File: src/rtl/acc_pkg.sv
// Shared constants and state encoding for the accelerator loader and its bridge.
// Window addresses must match the bridge's decode.
package acc_pkg;

    localparam int MAT_BYTES = 1024;
    localparam int IDX_W     = $clog2(MAT_BYTES);

    localparam logic [31:0] START_ADDR = 32'd1023;
    localparam logic [31:0] BASE_A     = 32'd1024;
    localparam logic [31:0] BASE_B     = 32'd2048;
    localparam logic [31:0] BASE_C     = 32'd3072;

    typedef enum logic [2:0] {
        S_IDLE,
        S_LOAD_A,
        S_LOAD_B,
        S_START,
        S_WAIT,
        S_READ_C,
        S_DRAIN
    } acc_ld_state_t;

    function automatic logic [31:0] win_addr(input logic [31:0] base, input logic [IDX_W-1:0] idx);
        return base + {{(32 - IDX_W){1'b0}}, idx};
    endfunction

endpackage

File: src/rtl/acc_byte_fifo.sv
// Two-entry byte FIFO buffering result bytes between bridge reads and the output stream.
// A push is accepted while full if a pop happens in the same cycle.
module acc_byte_fifo (
    input  logic       clk,
    input  logic       rst_n,
    input  logic       push,
    input  logic [7:0] push_data,
    input  logic       pop,
    output logic [7:0] pop_data,
    output logic [1:0] count,
    output logic       empty
);

    logic [7:0] mem [0:1];
    logic       wr_ptr;
    logic       rd_ptr;
    logic       do_push;
    logic       do_pop;

    assign do_pop   = pop && (count != 2'd0);
    assign do_push  = push && ((count != 2'd2) || do_pop);
    assign empty    = (count == 2'd0);
    assign pop_data = mem[rd_ptr];

    always_ff @(posedge clk) begin
        if (!rst_n) begin
            mem[0] <= 8'h00;
            mem[1] <= 8'h00;
            wr_ptr <= 1'b0;
            rd_ptr <= 1'b0;
            count  <= 2'd0;
        end else begin
            if (do_push) begin
                mem[wr_ptr] <= push_data;
                wr_ptr      <= ~wr_ptr;
            end
            if (do_pop) begin
                rd_ptr <= ~rd_ptr;
            end
            count <= count + {1'b0, do_push} - {1'b0, do_pop};
        end
    end

endmodule

File: src/rtl/acc_loader.sv
// Bus initiator that streams matrices A and B into the accelerator bridge, starts it,
// waits for done and streams matrix C back out.
module acc_loader
    import acc_pkg::*;
#(
    parameter int TIMEOUT = 65535
) (
    input  logic        clk,
    input  logic        rst_n,
    input  logic        cmd_valid,
    output logic        cmd_ready,
    input  logic        in_valid,
    output logic        in_ready,
    input  logic [7:0]  in_data,
    output logic        out_valid,
    input  logic        out_ready,
    output logic [7:0]  out_data,
    output logic [31:0] bus_addr,
    output logic [31:0] bus_wdata,
    output logic        bus_we,
    output logic        bus_re,
    input  logic [31:0] bus_rdata,
    input  logic        acc_done,
    output logic        busy,
    output logic        error,
    output logic [2:0]  state_dbg
);

    localparam int TW = $clog2(TIMEOUT + 1);
    localparam logic [TW-1:0]    TO_MAX  = TW'(TIMEOUT);
    localparam logic [IDX_W-1:0] IDX_MAX = IDX_W'(MAT_BYTES - 1);

    acc_ld_state_t    state;
    logic [IDX_W-1:0] idx;
    logic [TW-1:0]    to_cnt;
    logic [31:0]      wr_addr_q;
    logic [31:0]      wdata_q;
    logic             we_q;
    logic             err_q;
    logic             rd_pend;

    logic [1:0] fifo_count;
    logic       fifo_empty;
    logic [7:0] fifo_data;
    logic [2:0] occ;
    logic       pop;
    logic       in_hs;
    logic       rd_issue;
    logic       unused_rdata;

    // Streams transfer a byte on any cycle where valid && ready; valid never waits on ready.
    assign in_ready  = (state == S_LOAD_A) || (state == S_LOAD_B);
    assign in_hs     = in_valid && in_ready;
    assign out_valid = !fifo_empty;
    assign out_data  = fifo_data;
    assign pop       = out_valid && out_ready;

    // A read is issued only if its byte will still fit after the reads already in flight,
    // crediting a pop this cycle so the FIFO can sustain one byte per cycle.
    assign occ      = {1'b0, fifo_count} + {2'b00, rd_pend};
    assign rd_issue = (state == S_READ_C) && ((occ < 3'd2) || ((occ == 3'd2) && pop));

    assign bus_re       = rd_issue;
    assign bus_we       = we_q;
    assign bus_addr     = rd_issue ? win_addr(BASE_C, idx) : wr_addr_q;
    assign bus_wdata    = wdata_q;
    assign cmd_ready    = (state == S_IDLE);
    assign busy         = (state != S_IDLE);
    assign error        = err_q;
    assign state_dbg    = state;
    assign unused_rdata = ^bus_rdata[31:8];

    acc_byte_fifo u_fifo (
        .clk       (clk),
        .rst_n     (rst_n),
        .push      (rd_pend),
        .push_data (bus_rdata[7:0]),
        .pop       (pop),
        .pop_data  (fifo_data),
        .count     (fifo_count),
        .empty     (fifo_empty)
    );

    always_ff @(posedge clk) begin
        if (!rst_n) begin
            state     <= S_IDLE;
            idx       <= '0;
            to_cnt    <= '0;
            wr_addr_q <= 32'd0;
            wdata_q   <= 32'd0;
            we_q      <= 1'b0;
            err_q     <= 1'b0;
            rd_pend   <= 1'b0;
        end else begin
            we_q    <= 1'b0;
            rd_pend <= rd_issue;
            case (state)
                S_IDLE: begin
                    if (cmd_valid) begin
                        state <= S_LOAD_A;
                        idx   <= '0;
                        err_q <= 1'b0;
                    end
                end
                S_LOAD_A, S_LOAD_B: begin
                    if (in_hs) begin
                        we_q      <= 1'b1;
                        wr_addr_q <= win_addr((state == S_LOAD_A) ? BASE_A : BASE_B, idx);
                        wdata_q   <= {24'h000000, in_data};
                        idx       <= idx + IDX_W'(1);
                        if (idx == IDX_MAX) begin
                            state <= (state == S_LOAD_A) ? S_LOAD_B : S_START;
                        end
                    end
                end
                S_START: begin
                    we_q      <= 1'b1;
                    wr_addr_q <= START_ADDR;
                    wdata_q   <= 32'd1;
                    to_cnt    <= '0;
                    state     <= S_WAIT;
                end
                S_WAIT: begin
                    if (acc_done) begin
                        state <= S_READ_C;
                        idx   <= '0;
                    end else if (to_cnt == TO_MAX) begin
                        err_q <= 1'b1;
                        state <= S_IDLE;
                    end else begin
                        to_cnt <= to_cnt + TW'(1);
                    end
                end
                S_READ_C: begin
                    if (rd_issue) begin
                        idx <= idx + IDX_W'(1);
                        if (idx == IDX_MAX) begin
                            state <= S_DRAIN;
                        end
                    end
                end
                S_DRAIN: begin
                    if (!rd_pend && ((fifo_count == 2'd0) || ((fifo_count == 2'd1) && pop))) begin
                        state <= S_IDLE;
                    end
                end
                default: state <= S_IDLE;
            endcase
        end
    end

endmodule

File: config.mk
export PLATFORM = sky130hd
export DESIGN_NAME = acc_loader
export DESIGN_NICKNAME = d
export VERILOG_FILES = /design/src/rtl/acc_pkg.sv /design/src/rtl/acc_byte_fifo.sv /design/src/rtl/acc_loader.sv
export SDC_FILE = /design/constraint.sdc
export NUM_CORES = 1
export LEC_CHECK = 0
export ABC_CLOCK_PERIOD_IN_PS = 2200
export BUFFER_PORTS_ARGS = -buffer_cell sky130_fd_sc_hd__buf_4
export CORE_UTILIZATION = 50
export DETAILED_ROUTE_END_ITERATION = 7
export PLACE_DENSITY = 0.79
export SETUP_SLACK_MARGIN = 0.2
export SLEW_MARGIN = 20
export SYNTH_ARGS = -nofsm -noshare
export SYNTH_HDL_FRONTEND = slang
export SYNTH_SLANG_ARGS = --single-unit
File: constraint.sdc
create_clock -name clk -period 2.2 [get_ports clk]
set_input_delay 0.11 -clock clk [delete_from_list [all_inputs] [get_ports clk]]
set_output_delay 0.11 -clock clk [all_outputs]
set_load 0.05 [all_outputs]
==> impl_metrics.csv <==
group,metric,value,unit
run_status,status,"finished, final reports clean",
floorplan,core_area,7770,µm²
worst_setup_path,startpoint_type,"flop",
worst_setup_path,startpoint,"rd_pend$_SDFF_PN0_",
clocking,clk_pin_slew,80,ps
clocking,cts_max_path_buffers,2,
clocking,clockRootBuffer,"clkbuf_8",
timing,period_minus_slack,2200,ps
route,avgRoutedWirePerCell,14.8,µm
clocking,numCtsBuffers,9,
placed_design,dp_hpwl,6.04,mm
power_and_ir_drop,p_per_area,1120,nW/µm²
global_routing,antenna_found_initial,0,
route,ant_nets,0,
global_routing,grt_max_degree,23,
floorplan,fp.dieW,91.7,µm
route,first_iter_violations,159,
synth,synth_edf_count,16,
global_routing,overflow,0,
placed_design,gp_congestion,0.807,
synth,synthesis.area,4020,µm²
finish,synthToLayoutAreaGrowth,26.8,%
synth,synth-seq-cells,73,
timing,max_freq,455,MHz
floorplan,rows,32,
floorplan,die_h,91.7,µm
power_and_ir_drop,power_leakage,2.06,nW
power_and_ir_drop,p_total,0.00569,W
placed_design,io_buffers,59,
synth,avgSynthCellArea,9.10,µm²
placed_design,dpl_cell_area,4450,µm²
worst_setup_path,cp-end-kind,"primary output",
route,wl,9.38,mm
timing,whs,7.39,ps
global_routing,track_usage,22.8,%
finish,n_antenna_cell,0,
synth,yosysSeqAreaShare,40.3,%
finish,fill_cells,613,
timing,rsz0062_at_grt,"true",
route,drc,0,
worst_setup_path,cp.arrival,2090,ps
finish,fin_area,5100,µm²
synth,async_reset_ff_share,0,%
route,via_count,3406,
floorplan,start_util,51.8,%
synth,synthCells,442,
run,max_cap_viol_count,0,
synth,ys_types,60,
timing,setup_violations,0,
timing,fin_crit_sh,100,%
finish,final_cell_mix,"buf_4, dfxtp_1, conb_1, nor2_1, nand2_1",
worst_setup_path,worstPathMaxFanout,7,
synth,synth_flop_cell,"dfxtp_1",
clocking,cts_tree,"done",
worst_setup_path,cp.required,2090,ps
global_routing,grt_first_pass_wirelength,15.4,mm
clocking,cts_num_sinks,73,
floorplan,die-area,8400,µm²
hold_path,min_from,"in_data[3]",
timing,maxSlewViolCount,0,
route,viasPerCell,5.39,
worst_setup_path,reg2reg_from,"rd_pend$_SDFF_PN0_",
timing,tightest_slew,771,ps
worst_setup_path,crit_type,"reg -> out",
clocking,clk_latency,360,ps
power_and_ir_drop,peakVddDrop,1.00,mV
timing,finalHoldViolCount,0,
finish,final_common_cell,"buf_4",
timing,clock_skew,13.0,ps
floorplan,num_io_pins,128,
global_routing,grt_pass1_vias,3319,
finish,fin_nets,578,
route,first_pass_iters,4,
hold_path,hp-class,"in -> reg",
synth,ys.warnings.count,0,
timing,relSlewSlack,48.2,%
finish,drive_gt1_share,32.6,%
clocking,htreeDepth,3,
[through the flow]
step | cells | utilization [%] | TNS, ps | setup slack, ps
final | 632 | 65.6 | 0 | 0.285
after global routing | 632 | 65.6 | -302 | -41.5
after CTS | 625 | 64.3 | 0 | 38.8
after detailed placement | 597 | 57.3 | 0 | 112
after global placement | 597 | 57.3 | 0 | 177
after floorplan | 485 | - | 0 | 252
[metal layers]
layer  part of all wire, %  vias to the layer above  GRT usage, %
met4                   2.3                        0          11.0
met5                     0                        -             0
met2                    50                      113          39.6
met1                    43                     1631          28.2
met3                   4.1                       18          2.65
li1                      -                     1644             -
[report_power, final]
part	leakage, nW	switching, W	internal, W
Combinational	1.32	0.00173	0.00104
Sequential	0.632	0.000218	0.00157
Clock	0.109	0.000506	0.000629
Total	2.06	0.00245	0.00324
[final cells by class]
cell class              instances  area (µm²)  share of cell area, %
flip-flops and latches         73        1640                   32.1
clock inverters                 3        47.5                  0.933
clock buffers                  13         170                   3.34
multi-input cells             338        2240                   44.0
repair buffers                 92         826                   16.2
well taps                     102         128                   2.50
inverters                      11        43.8                  0.859
[synth_stat cells (2+ instances only)]
cell type | n | area [µm²]
o21ai_0 | 12 | 60.1
buf_4 | 44 | 330
inv_1 | 9 | 33.8
a21oi_1 | 16 | 80.1
edfxtp_1 | 16 | 480
o211ai_1 | 4 | 30.0
inv_2 | 2 | 7.51
o221a_2 | 2 | 22.5
ha_1 | 7 | 87.6
o21a_1 | 3 | 22.5
or3_1 | 3 | 18.8
a211oi_1 | 3 | 22.5
a2111oi_2 | 4 | 60.1
nand4_1 | 5 | 31.3
and2_1 | 20 | 125
a31oi_1 | 5 | 31.3
nor2_2 | 4 | 25.0
buf_2 | 3 | 15.0
or4_4 | 2 | 22.5
xor2_1 | 2 | 17.5
dfxtp_1 | 57 | 1140
buf_6 | 3 | 33.8
xnor2_1 | 10 | 87.6
clkbuf_1 | 12 | 45.0
and3_1 | 4 | 25.0
and4_1 | 2 | 17.5
a41oi_1 | 4 | 35.0
nor2_1 | 43 | 161
mux2_2 | 19 | 214
nand3_1 | 16 | 80.1
nand2_1 | 37 | 139
mux2i_1 | 5 | 50.1
or2_2 | 4 | 25.0
o21ai_1 | 6 | 30.0
or4_1 | 6 | 45.0
nor3_1 | 24 | 120
[state kept, by name (all words and copies together) (netlist names), named ones only]
signal / count
bus_we: 1
error: 1
to_cnt: 16
u_fifo.count: 2
u_fifo.wr_ptr: 1
wr_addr_q: 12
rd_pend: 1
bus_wdata: 8
u_fifo.rd_ptr: 1
idx: 10
u_fifo.mem: 16
state_dbg: 3
[path summary, 6_finish.rpt]
path / slack (ps) / end / cells after the start
worst max-delay path: 0.3 / bus_addr[9] / 8
worst min-delay path: 7 / bus_wdata[3]$_SDFFE_PN0P_ / 3
worst max register to register: 140 / idx[7]$_SDFFE_PN0P_ / 8
worst min register to register: 480 / bus_wdata[6]$_SDFFE_PN0P_ / 2
[cells by family after synthesis]
kind of cell | Yosys count | synth area share, %
other cells | 1 | 0.0933
xor+xnor | 12 | 2.61
fa+ha+maj | 7 | 2.18
simple gates | 179 | 23.2
flops | 73 | 40.3
buf+inv | 74 | 11.7
compound gates | 72 | 13.3
mux | 24 | 6.57
[worst max-delay path: stages (launching register included)]
cell     delay [ps]
dfxtp_4         360
ha_4            150
inv_4            40
ha_4            270
a31oi_4         110
nor2_4          150
buf_8           170
mux2_4          330
buf_8           150
[what timing repair did]
action | CTS | global route
resized for setup | 54 | 16
hold buffers | 4 | 0
gates cloned | 1 | 0
setup buffers | 7 | 7
endpoints found under the hold margin | 4 | 0
pin swaps | 7 | 6
setup endpoints to repair | 23 | 32
Power figures use the tool's default switching activity.
